`config.mk`:
```
export PLATFORM = sky130hd
export DESIGN_NAME = fft_load_ctrl_flat
export DESIGN_NICKNAME = d
export VERILOG_FILES = /design/src/rtl/fft_load_ctrl_if.sv /design/src/rtl/fft_load_ctrl.sv /design/src/flat_wrapper.sv
export SDC_FILE = /design/constraint.sdc
export NUM_CORES = 1
export LEC_CHECK = 0
export ABC_AREA = 1
export CAP_MARGIN = 10
export CORE_ASPECT_RATIO = 2
export CORE_MARGIN = 2
export CORE_UTILIZATION = 48
export CTS_CLUSTER_DIAMETER = 100
export DETAILED_ROUTE_END_ITERATION = 16
export GPL_ROUTABILITY_DRIVEN = 0
export PLACE_DENSITY = 0.84
export RECOVER_POWER = 100
export SYNTH_ARGS = -nofsm -noshare
export SYNTH_HDL_FRONTEND = slang
export SYNTH_SLANG_ARGS = --single-unit
```
`constraint.sdc`:
```
create_clock -name iCLK -period 2.25 [get_ports iCLK]
set_clock_uncertainty 0.15 [all_clocks]
set_input_delay 0.675 -clock iCLK [delete_from_list [all_inputs] [get_ports iCLK]]
set_output_delay 0.675 -clock iCLK [all_outputs]
set_load 0.005 [all_outputs]
```
`src/rtl/fft_load_ctrl_if.sv`:
```
// Sample-loader bus between the ADC-side source and the FFT bank memories.
// The master modport is the sample source; the slave modport is fft_load_ctrl.
interface fft_load_ctrl_if #(
  parameter int A_BIT = 8,
  parameter int S_BIT = 16
);
  logic [S_BIT-1:0] iSAMPLE;
  logic             iVALID;
  logic             iFLUSH;
  logic             iFFT_RDY;
  logic             oREADY;
  logic [S_BIT-1:0] oDATA;
  logic [A_BIT-1:0] oADDR_WR;
  logic             oWE_0;
  logic             oWE_1;
  logic             oWE_2;
  logic             oWE_3;
  logic             oSTART;
  logic [15:0]      oDROP_CNT;

  modport master (
    output iSAMPLE, iVALID, iFLUSH, iFFT_RDY,
    input  oREADY, oDATA, oADDR_WR, oWE_0, oWE_1, oWE_2, oWE_3, oSTART, oDROP_CNT
  );

  modport slave (
    input  iSAMPLE, iVALID, iFLUSH, iFFT_RDY,
    output oREADY, oDATA, oADDR_WR, oWE_0, oWE_1, oWE_2, oWE_3, oSTART, oDROP_CNT
  );
endinterface

```
`src/rtl/fft_load_ctrl.sv`:
```
// Loads one frame of 4*2^A_BIT samples interleaved over four FFT banks, then starts the transform.
// Define FFT_LOAD_DROP_CNT_EN to count samples that arrive while not loading.
module fft_load_ctrl #(
  parameter int A_BIT = 8,
  parameter int S_BIT = 16
) (
  input  logic            iCLK,
  input  logic            iRESET,
  fft_load_ctrl_if.slave  bus
);

  localparam int C_BIT = A_BIT + 2;
  localparam logic [C_BIT-1:0] CNT_LAST = '1;

  typedef enum logic [1:0] {
    LOAD  = 2'd0,
    START = 2'd1,
    WAIT  = 2'd2
  } state_t;

  state_t           state_reg;
  logic [C_BIT-1:0] cnt_reg;
  logic [S_BIT-1:0] data_reg;
  logic [A_BIT-1:0] addr_reg;
  logic [3:0]       we_reg;
  logic             start_reg;

  logic             accept;
  logic [3:0]       we_next;

  // A flush wins over a simultaneous accept, so nothing is written that cycle.
  assign accept = bus.iVALID && (state_reg == LOAD) && !bus.iFLUSH;

  genvar gi;
  generate
    for (gi = 0; gi < 4; gi++) begin : g_we
      assign we_next[gi] = accept && (cnt_reg[1:0] == 2'(gi));
    end
  endgenerate

  always_ff @(posedge iCLK or negedge iRESET) begin
    if (!iRESET) begin
      state_reg <= LOAD;
      cnt_reg   <= '0;
      data_reg  <= '0;
      addr_reg  <= '0;
      we_reg    <= '0;
      start_reg <= 1'b0;
    end else begin
      we_reg    <= we_next;
      start_reg <= 1'b0;
      if (accept) begin
        data_reg <= bus.iSAMPLE;
        addr_reg <= cnt_reg[C_BIT-1:2];
      end
      if (bus.iFLUSH) begin
        state_reg <= LOAD;
        cnt_reg   <= '0;
      end else begin
        case (state_reg)
          LOAD: begin
            if (bus.iVALID) begin
              cnt_reg <= cnt_reg + 1'b1;
              if (cnt_reg == CNT_LAST) begin
                state_reg <= START;
              end
            end
          end
          START: begin
            start_reg <= 1'b1;
            state_reg <= WAIT;
          end
          WAIT: begin
            if (bus.iFFT_RDY) begin
              state_reg <= LOAD;
            end
          end
          default: state_reg <= LOAD;
        endcase
      end
    end
  end

  assign bus.oREADY   = (state_reg == LOAD);
  assign bus.oDATA    = data_reg;
  assign bus.oADDR_WR = addr_reg;
  assign bus.oWE_0    = we_reg[0];
  assign bus.oWE_1    = we_reg[1];
  assign bus.oWE_2    = we_reg[2];
  assign bus.oWE_3    = we_reg[3];
  assign bus.oSTART   = start_reg;

`ifdef FFT_LOAD_DROP_CNT_EN
  logic [15:0] drop_reg;

  // Saturating; only reset clears it, a flush does not.
  always_ff @(posedge iCLK or negedge iRESET) begin
    if (!iRESET) begin
      drop_reg <= '0;
    end else if (bus.iVALID && (state_reg != LOAD) && (drop_reg != 16'hFFFF)) begin
      drop_reg <= drop_reg + 16'd1;
    end
  end

  assign bus.oDROP_CNT = drop_reg;
`else
  assign bus.oDROP_CNT = '0;
`endif

endmodule
```
`src/flat_wrapper.sv`:
```
// flat-port wrapper written by rule: the top's interface ports become plain ports
module fft_load_ctrl_flat 
#(
  parameter int A_BIT = 8,
  parameter int S_BIT = 16
)
  (iCLK, iRESET, bus_iSAMPLE, bus_iVALID, bus_iFLUSH, bus_iFFT_RDY, bus_oREADY, bus_oDATA, bus_oADDR_WR, bus_oWE_0, bus_oWE_1, bus_oWE_2, bus_oWE_3, bus_oSTART, bus_oDROP_CNT);
  fft_load_ctrl_if #(.A_BIT(A_BIT), .S_BIT(S_BIT)) bus_i ();
  input  logic iCLK;
  input  logic iRESET;
  input wire logic [$bits(bus_i.iSAMPLE)-1:0] bus_iSAMPLE;
  input wire logic [$bits(bus_i.iVALID)-1:0] bus_iVALID;
  input wire logic [$bits(bus_i.iFLUSH)-1:0] bus_iFLUSH;
  input wire logic [$bits(bus_i.iFFT_RDY)-1:0] bus_iFFT_RDY;
  output wire logic [$bits(bus_i.oREADY)-1:0] bus_oREADY;
  output wire logic [$bits(bus_i.oDATA)-1:0] bus_oDATA;
  output wire logic [$bits(bus_i.oADDR_WR)-1:0] bus_oADDR_WR;
  output wire logic [$bits(bus_i.oWE_0)-1:0] bus_oWE_0;
  output wire logic [$bits(bus_i.oWE_1)-1:0] bus_oWE_1;
  output wire logic [$bits(bus_i.oWE_2)-1:0] bus_oWE_2;
  output wire logic [$bits(bus_i.oWE_3)-1:0] bus_oWE_3;
  output wire logic [$bits(bus_i.oSTART)-1:0] bus_oSTART;
  output wire logic [$bits(bus_i.oDROP_CNT)-1:0] bus_oDROP_CNT;
  assign bus_i.iSAMPLE = bus_iSAMPLE;
  assign bus_i.iVALID = bus_iVALID;
  assign bus_i.iFLUSH = bus_iFLUSH;
  assign bus_i.iFFT_RDY = bus_iFFT_RDY;
  assign bus_oREADY = bus_i.oREADY;
  assign bus_oDATA = bus_i.oDATA;
  assign bus_oADDR_WR = bus_i.oADDR_WR;
  assign bus_oWE_0 = bus_i.oWE_0;
  assign bus_oWE_1 = bus_i.oWE_1;
  assign bus_oWE_2 = bus_i.oWE_2;
  assign bus_oWE_3 = bus_i.oWE_3;
  assign bus_oSTART = bus_i.oSTART;
  assign bus_oDROP_CNT = bus_i.oDROP_CNT;
  fft_load_ctrl #(.A_BIT(A_BIT), .S_BIT(S_BIT)) u_core (.iCLK(iCLK), .iRESET(iRESET), .bus(bus_i));
endmodule
```
## Word-level counts from Yosys, hierarchy flattened

Cells that the tools add are included.

- Bits in registers: 41
- Latch bits: 0
- RAM bits: 0
- ROM bits: 0
- Bits of input ports: 21
- Output and inout port bits: 46
- Memories kept: 0

- Add/sub/neg operators: 1
- Multipliers: 0
- Div/mod/pow operators: 0
- Magnitude comparators: 0
- Equal/unequal tests: 9
- Shift-type cells: 0
- Mux-type cells: 10
- Bitwise logic cells: 0
- Reductions and logical operators: 13

Operator list:

| cell | count |
|---|---|
| two-way mux 10 bit | 3 |
| adder 10 x 1 -> 10 bit (second input constant) | 1 |
| == test 10 bit (second input constant) | 1 |
| two-way mux 2 bit | 4 |
| == test 2 bit (second input constant) | 3 |
| logical AND 1 bit | 6 |
| inequality test 3 bit (second input constant) | 2 |
| one-hot mux 2 bit (3 select lines) | 1 |
| == test 2 x 1 -> 1 bit (second input constant) | 2 |
| logical NOT 2 bit | 2 |
| nonzero test 2 bit | 2 |
| inequality test 3 x 2 -> 1 bit (second input constant) | 1 |
| AND reduction 3 bit | 1 |
| two-way mux 1 bit | 2 |
| AND reduction 2 bit | 1 |
| logical NOT 1 bit | 1 |

## Depth between registers and ports, before layout

Gate-level depths: netlist of the first run.

- Depth in word-level cells: 5
- Mapped depth: 8
- Gate-level depth less buffers: 8

## Worst setup path after synthesis of the first run

No wires, ideal clock.

- Kind: input to register
- Start: input port bus_iVALID
- End: register u_core.addr_reg[6] (netlist: u_core.bus.oADDR_WR[6])
- Library setup time: 0.118 ns
- Arrival: 1.152 ns
- Slack: 0.830 ns
- Cell stages on the path: 6
- Buffers on the path: 1
- Path through: nand2_4 -> nor2_8 -> inv_4 -> buf_6 -> nand2_1 -> o21ai_2

- Longest elaborated chain between the ends: 2

RTL lines:

| item | RTL line | text |
|---|---|---|
| start, declared | flat_wrapper.sv:12 | `input wire logic [$bits(bus_i.iVALID)-1:0] bus_iVALID;` |
| logical AND 1 bit (2 in a row) | fft_load_ctrl.sv:32 | `assign accept = bus.iVALID && (state_reg == LOAD) && !bus.iFLUSH;` |
| end signal, assigned | fft_load_ctrl.sv:54 | `addr_reg <= cnt_reg[C_BIT-1:2];` |
| end, declared | fft_load_ctrl.sv:24 | `logic [A_BIT-1:0] addr_reg;` |

No other way between the ends.
A chain may end at the register's enable or synchronous reset.

## Worst setup path after layout of the first run

- Start: register u_core.state_reg[1]
- End: output port bus_oREADY

- Longest elaborated chain between the ends: 1

RTL lines:

| item | RTL line | text |
|---|---|---|
| start, declared | fft_load_ctrl.sv:21 | `state_t state_reg;` |
| start signal, assigned | fft_load_ctrl.sv:43 | `state_reg <= LOAD;` |
| start signal, assigned | fft_load_ctrl.sv:57 | `state_reg <= LOAD;` |
| start signal, assigned | fft_load_ctrl.sv:65 | `state_reg <= START;` |
| logical NOT 2 bit | fft_load_ctrl.sv:84 | `assign bus.oREADY = (state_reg == LOAD);` |
| end, declared | flat_wrapper.sv:15 | `output wire logic [$bits(bus_i.oREADY)-1:0] bus_oREADY;` |

No other way between the ends.

==> impl_results.rst, run 1 <==
.. list-table::
   :header-rows: 1

   * - Metric
     - Value
   * - Resize count post-CTS
     - 0
   * - Proportion of register bits with asynchronous set or reset after synthesis
     - 1.000
   * - Count of port buffers added during placement
     - 50
   * - Synthesized netlist cell count
     - 220
   * - Total Die Area
     - 4590 µm²
   * - Cell accounting for the most synthesized area
     - sky130_fd_sc_hd__dfrtp_1
   * - Area share of the largest cell type after synthesis
     - 0.5297
   * - Average cell area after synthesis
     - 8.804 µm²
   * - Detailed-routing iteration count for the pre-antenna-repair pass
     - 5
   * - Internal power
     - roughly 0.0013 W
   * - Stages on the worst setup path
     - 2
   * - Kind of critical path
     - flop to output pin
   * - Initial DRC Count
     - 18
   * - Fmax achieved
     - roughly 450 MHz
   * - Ratio of total power to cell area
     - between 600 and 700 nW/µm²
   * - Net switching power figure
     - 0.0003733 W
   * - Hold slack
     - 0.3157 ns
   * - Total number of vias
     - 1537
   * - Number of antenna diodes
     - 0
   * - Largest cells by area after synthesis
     - sky130_fd_sc_hd__dfrtp_1 53%, sky130_fd_sc_hd__nand2_1 15%, sky130_fd_sc_hd__buf_4 6.6%, sky130_fd_sc_hd__inv_1 3.9%, sky130_fd_sc_hd__nor2_1 3.3%
   * - Number of flip-flops under the largest register name
     - 16
   * - Top_reg_cell synth
     - sky130_fd_sc_hd__dfrtp_1
   * - Clock share of power
     - 0.409
   * - Buffers from clock root to sink, at most
     - 2
   * - Sequential share of the synthesized area
     - 0.5297
   * - Portion of total power attributed to sequential cells
     - 0.471
   * - Total Negative Setup Slacks
     - 0 ns
   * - Top cells by instance count after synthesis
     - 79 x sky130_fd_sc_hd__nand2_1, 41 x sky130_fd_sc_hd__dfrtp_1, 20 x sky130_fd_sc_hd__inv_1, 17 x sky130_fd_sc_hd__buf_4, 17 x sky130_fd_sc_hd__nor2_1
   * - DPL Wire Length
     - 2.848 mm
   * - Cts bufs inserted
     - 5
   * - Wirelength, routed
     - approximately 3.8 mm
   * - Total Routing Usage GR
     - 0.1910
   * - Element type at the critical path start
     - flop
   * - Clock insertion delay at the later pin of the skew report
     - ~0.29 ns
   * - Logic gate share of total power
     - 0.120
   * - Final worst path period need
     - ~2.2 ns
   * - Initial antenna violation count
     - 0
   * - Number of library cell types mapped by synthesis
     - 23
   * - Crit path arrival time
     - around 1.4 ns
   * - Post CTS Setup Buffer Count
     - 0
   * - Share of final-layout standard cells stronger than drive strength 1
     - 0.06522
   * - Htree depth
     - 2
   * - Critical path required time
     - 1.42 ns
   * - Total of warnings raised by yosys
     - 0
   * - Cell with the most instances after synthesis
     - sky130_fd_sc_hd__nand2_1
   * - Final hold vios
     - 0
   * - Core region area
     - 3844 µm²
   * - Final slew viol count
     - 0
   * - EDFF count, synth
     - 0
   * - Wire length of the first global-routing pass
     - 6.672 mm
   * - Result of the run
     - finished clean
   * - Synthesized cell area
     - ~1900 µm²
   * - Root Buffer
     - sky130_fd_sc_hd__clkbuf_8
   * - Highest-delay cell along the critical path
     - sky130_fd_sc_hd__clkdlybuf4s50_1
   * - CP Max Fanout
     - 3
   * - Ports
     - 67
   * - Vias in the first global route
     - around 1500
   * - Synth Register Bits
     - 41
   * - Initial standard-cell utilization of the core
     - 0.5039
   * - Cell family with the largest share of critical-path delay
     - buffers and inverters
   * - End-of-flow core utilization
     - 0.6523
   * - Number of DRC violations after detailed routing
     - 0
   * - Synth-to-layout area growth
     - 29.46%
   * - Slew of the pin with the lowest slew margin
     - 0.9767 ns
   * - TritonCTS clock tree
     - done
   * - Delay contributed by the slowest stage of the critical path
     - just over 0.5 ns
   * - Max Cap Violations
     - 0
   * - Critical Path Sink Type
     - output pin
   * - Routed via count divided by cell count
     - 4.700
   * - Final Net Count
     - 300
   * - RSZ-0062 raised after global routing
     - false
   * - Placement row count
     - 32
   * - Leakage component of the power
     - 1.302 nW
   * - Max_slew headroom
     - 0.3489
   * - Final setup violation count
     - 0
   * - Clock Sink Count
     - 41
   * - Count of hold-fix buffers inserted at cts
     - 0
   * - Chip height
     - 93.84 µm
   * - Cells on worst reg2reg path
     - 7
   * - Die width
     - 48.92 µm
   * - Net switching fraction of the power
     - 0.2201
   * - Count of nets left with antenna violations after detail routing
     - 0
   * - Fraction of the cycle the final worst path needs
     - 0.9791
   * - Hold WC Path Type
     - flop to flop
   * - Maximum number of pins on one net before global-route repair
     - 42
   * - Combined buffer and inverter count along the critical path
     - 1
   * - Leftover overflow at the end of global routing
     - 0
   * - Final routed wire length divided by cell count
     - 11.65 µm
   * - Sequence of cells on the critical path
     - nor2_4, clkdlybuf4s50_1
   * - Worst-path clk slew
     - about 0.080 ns
   * - Cell depth of the worst min-delay path
     - 2
   * - Worst vdd rail ir drop
     - 571.7 µV
-- worst min-delay path: stages (launching register included) --
cell	delay, ns
sky130_fd_sc_hd__dfrtp_1	0.34
sky130_fd_sc_hd__nand2_1	0.05
sky130_fd_sc_hd__nand2_1	0.05
-- cell families (layout without fill, tap and decap cells) --
kind of cell | after synthesis | count (layout) | share of synthesized area
and+or+nand+nor | 112 | 112 | 0.2455
buffers and inverters | 43 | 84 | 0.1331
AOI/OAI and AO/OA | 19 | 19 | 0.06395
adders and majority gates | 4 | 4 | 0.02584
DFF | 41 | 41 | 0.5297
other | 1 | 16 | 0.001936
-- power groups by stage --
| stage | Clock, W | Combinational [W] | Sequential (W) |
|---|---|---|---|
| after detailed placement | 0 | 0.000234 | 0.000816 |
| after global routing | 0.000748 | 0.000229 | 0.000806 |
| after global placement | 0 | 0.000227 | 0.000814 |
| final | 0.000694 | 0.000203 | 0.000798 |
| after CTS | 0.000713 | 0.000234 | 0.000801 |
| after floorplan | 0 | 0.000100 | 0.000819 |
-- cells in the final DEF, fill, tap and decap left out, drive strengths merged --
master and n:
o21ai 15, clkdlybuf4s50 18, dlygate4sd3 31, o211ai 1, nor3 2, a21oi 3
conb 16, nand2 81, nand3 5, nor2 20, inv 22, clkbuf 9
bufinv 2, dfrtp 41, ha 4, nand4 4, buf 1, clkinv 1
-- final cells by class --
cell class | count | area (µm²)
Multi-Input combinational cell | 151 | 684.4
Inverter | 22 | 85.08
Fill cell | 347 | 1336
Tap cell | 51 | 63.81
Timing Repair Buffer | 54 | 514.2
Sequential cell | 41 | 1026
Clock buffer | 5 | 68.82
Clock inverter | 3 | 65.06
-- path summary, 6_finish.rpt --
check | startpoint | end | slack [ns]
worst min register to register | u_core.bus.oDATA[9] | u_core.bus.oDATA[9] | 0.32
max in group asynchronous | iRESET | u_core.bus.oDATA[1] | 0.88
worst max register to register | u_core.state_reg[1] | u_core.bus.oADDR_WR[7] | 0.65
worst min-delay path | u_core.bus.oDATA[9] | u_core.bus.oDATA[9] | 0.32
min in group asynchronous | iRESET | u_core.cnt_reg[2] | 0.47
worst max-delay path | u_core.state_reg[1] | bus_oREADY | 0.05
-- per-stage QoR --
stage | instances | area, µm² | setup slack [ns] | total power (W)
3_3_place_gp | 319 | 2435 | 0.1463 | 0.001040
2_1_floorplan | 235 | 1993 | 0.8296 | 0.0009186
3_5_place_dp | 319 | 2435 | 0.1082 | 0.001049
6_report | 327 | 2507 | 0.04695 | 0.001696
4_1_cts | 327 | 2569 | 0.03715 | 0.001749
5_1_grt | 327 | 2507 | 0.003434 | 0.001783
-- routing by layer --
layer | track usage | wire length [µm]
met2 | 0.3436 | 2070
met5 | 0 | 0
met4 | 0.1095 | 129
met3 | 0.04459 | 211
met1 | 0.1987 | 1399
No activity file was read; power rests on OpenSTA's default activity.
==> run 2: changes to the inputs <==
- CORE_MARGIN: 2 -> default
- CORE_UTILIZATION: 48 -> 45
- PLACE_DENSITY: 0.84 -> 0.8
- clock period: 2.25 -> 2.3 ns (I/O delays scaled with it)
==> run 2 against run 1 <==
Net effect:
- utilization fell by 4.7 points
- register-to-register slack improved by 0.13 ns
- clock power fell by 3.5%
- hold slack improved by 0.00055 ns
- flip-flop and latch count did not move
- clock-buffer cell count did not move
- die area barely moved
- global-route usage fell by 1.6 points
- total power fell by 2.8%
- critical path depth did not move
- critical endpoint unchanged
==> impl_results.rst, run 2 (same netlist as run 1, synthesis figures left out) <==
.. list-table::
   :header-rows: 1

   * - Metric
     - Value
   * - Result of the run
     - finished clean
   * - Count of nets left with antenna violations after detail routing
     - 0 (unchanged)
   * - Wire length of the first global-routing pass
     - 6.113 mm (-8.4%)
   * - Post CTS Setup Buffer Count
     - 0 (unchanged)
   * - Commonest non-fill, non-tap cells in the layout
     - 80 x sky130_fd_sc_hd__nand2_1, 41 x sky130_fd_sc_hd__dfrtp_1, 31 x sky130_fd_sc_hd__dlygate4sd3_1
   * - Logic gate share of total power
     - 0.119 (about the same)
   * - Final routed wire length divided by cell count
     - 11.36 µm (-2.5%)
   * - Most frequent standard cell in the layout excluding fill and tap cells
     - sky130_fd_sc_hd__nand2_1
   * - Synth-to-layout area growth
     - 28.94%
   * - Ports
     - 67 (unchanged)
   * - Share of final-layout standard cells stronger than drive strength 1
     - 0.05839 (-0.006823)
   * - Worst-path clk slew
     - 0.07 ns (about the same)
   * - Chip height
     - 94.78 µm (+1.0%)
   * - Sequence of cells on the critical path
     - nor2_4, clkdlybuf4s50_1
   * - Total Die Area
     - 4586 µm² (about the same)
   * - Maximum number of pins on one net before global-route repair
     - 42 (unchanged)
   * - Clock share of power
     - 0.407 (-0.002)
   * - Clock insertion delay at the later pin of the skew report
     - 0.29 ns (about the same)
   * - Wirelength, routed
     - 3.702 mm (-2.8%)
   * - Placement row count
     - 33 (+3.1%)
   * - Critical path required time
     - 1.46 ns (+0.04 ns)
   * - Reg-to-reg slack, setup
     - 0.78 ns (+0.13 ns)
   * - Leakage component of the power
     - 1.297 nW (-0.37%)
   * - Hold WC Path Type
     - flop to flop
   * - Initial DRC Count
     - 26 (+8)
   * - Max Cap Violations
     - 0 (unchanged)
   * - Number of flip-flops under the largest register name
     - 16 (unchanged)
   * - DPL Wire Length
     - 2.636 mm (-7.4%)
   * - Fraction of the cycle the final worst path needs
     - 0.9611
   * - Clock Sink Count
     - 41 (unchanged)
   * - Leftover overflow at the end of global routing
     - 0 (unchanged)
   * - Vias in the first global route
     - 1354 (-11%)
   * - Portion of total power attributed to sequential cells
     - 0.474 (+0.003)
   * - Crit path arrival time
     - 1.37 ns (about the same)
   * - Htree depth
     - 2 (unchanged)
   * - Total Negative Setup Slacks
     - 0 ns (unchanged)
   * - Final worst path period need
     - 2.210 ns
   * - Highest-delay cell along the critical path
     - sky130_fd_sc_hd__clkdlybuf4s50_1
   * - Max_slew headroom
     - 0.3400 (-0.008909)
   * - Final-layout fill cell count
     - 374 (+7.8%)
   * - Final hold vios
     - 0 (unchanged)
   * - Ratio of total power to cell area
     - 660.0 nW/µm² (-2.4%)
   * - Internal power
     - 0.001294 W (-2.2%)
   * - Count of hold-fix buffers inserted at cts
     - 0 (unchanged)
   * - Slew of the pin with the lowest slew margin
     - 0.9900 ns (+0.01336 ns)
   * - Initial antenna violation count
     - 0 (unchanged)
   * - Net switching power figure
     - 0.0003545 W (-5.0%)
   * - Routed via count divided by cell count
     - 4.613 (-1.8%)
   * - Number of antenna diodes
     - 0 (unchanged)
   * - Final slew viol count
     - 0 (unchanged)
   * - Core region area
     - 4129 µm² (+7.4%)
   * - Final setup violation count
     - 0 (unchanged)
   * - Critical Path Sink Type
     - output pin
   * - RSZ-0062 raised after global routing
     - false
   * - Detailed-routing iteration count for the pre-antenna-repair pass
     - 6 (+1)
   * - Total Routing Usage GR
     - 0.1753 (-0.01571)
   * - Buffers from clock root to sink, at most
     - 2 (unchanged)
   * - TritonCTS clock tree
     - done
   * - Root Buffer
     - sky130_fd_sc_hd__clkbuf_8
   * - Count of port buffers added during placement
     - 50 (unchanged)
   * - Filler-free cell count of the finished design
     - 326 (-0.31%)
   * - Die width
     - 48.39 µm (-1.1%)
   * - Number of DRC violations after detailed routing
     - 0 (unchanged)
   * - Kind of critical path
     - flop to output pin
   * - Total number of vias
     - 1504 (-2.1%)
   * - Initial standard-cell utilization of the core
     - 0.4691 (-0.03482)
   * - Fmax achieved
     - 452.4 MHz
   * - Delay contributed by the slowest stage of the critical path
     - 0.51 ns (about the same)
   * - Net switching fraction of the power
     - 0.2151 (-0.005003)
   * - Total chip power
     - 0.001648 W (-2.8%)
   * - Resize count post-CTS
     - 0 (unchanged)
   * - Worst vdd rail ir drop
     - 566.1 µV (-0.97%)
   * - Cell count after placement
     - 318 (-0.31%)
   * - CP Max Fanout
     - 3 (unchanged)
   * - Hold slack
     - 0.3163 ns (+0.0005470 ns)
   * - Element type at the critical path start
     - flop
   * - Final Net Count
     - 298 (-0.67%)
   * - Cts bufs inserted
     - 5 (unchanged)
-- run 2: cell type report --
cell class / instances / area (µm²) / share of cell area
well taps: 52 / 65.06 / 0.02605
multi-input cells: 151 / 681.9 / 0.2730
clock buffers: 5 / 68.82 / 0.02756
flip-flops and latches: 41 / 1026 / 0.4108
clock inverters: 3 / 65.06 / 0.02605
repair buffers: 52 / 508.0 / 0.2034
inverters: 22 / 82.58 / 0.03307
-- run 2: path summary, 6_finish.rpt --
path | startpoint | end | depth (start not counted)
setup / recovery | u_core.state_reg[1] | bus_oREADY | 2
hold / removal | u_core.bus.oDATA[13] | u_core.bus.oDATA[13] | 2
setup reg to reg | u_core.state_reg[1] | u_core.bus.oADDR_WR[0] | 5
hold reg to reg | u_core.bus.oDATA[13] | u_core.bus.oDATA[13] | 2
max in group asynchronous | iRESET | u_core.bus.oDATA[10] | 2
min in group asynchronous | iRESET | u_core.bus.oDATA[0] | 2
-- run 2: layer usage --
metal / routed length [µm] / vias up / part of all wire / track usage
met1: 1454 / 688 / 0.39 / 0.1819
met3: 176 / 7 / 0.048 / 0.03704
li1: - / 752 / - / -
met5: 0 / - / 0 / 0
met4: 99 / 0 / 0.027 / 0.09804
met2: 1971 / 57 / 0.53 / 0.3228
-- run 2: worst max-delay path: cells and delay by family (launching register included) --
kind          cells  cell delay, ns
buf+inv           1            0.51
simple gates      1            0.15
flops             1            0.43
-- run 2: power by group through the flow --
stage	Combinational (W)	Sequential (W)	Clock [W]
final	0.000196	0.000781	0.000670
after global routing	0.000221	0.000788	0.000713
after detailed placement	0.000217	0.000797	0
after global placement	0.000214	0.000796	0
after CTS	0.000219	0.000783	0.000686
after floorplan	0.0000980	0.000801	0
-- run 2: per-stage QoR --
stage / worst slack [ns] / cell area [µm²] / utilization
floorplan: 0.8646 / 1993 / -
global placement: 0.1582 / 2396 / 0.5803
detailed placement: 0.1360 / 2396 / 0.5803
CTS: 0.07857 / 2530 / 0.6127
global route: 0.05689 / 2497 / 0.6048
finish: 0.08954 / 2497 / 0.6048
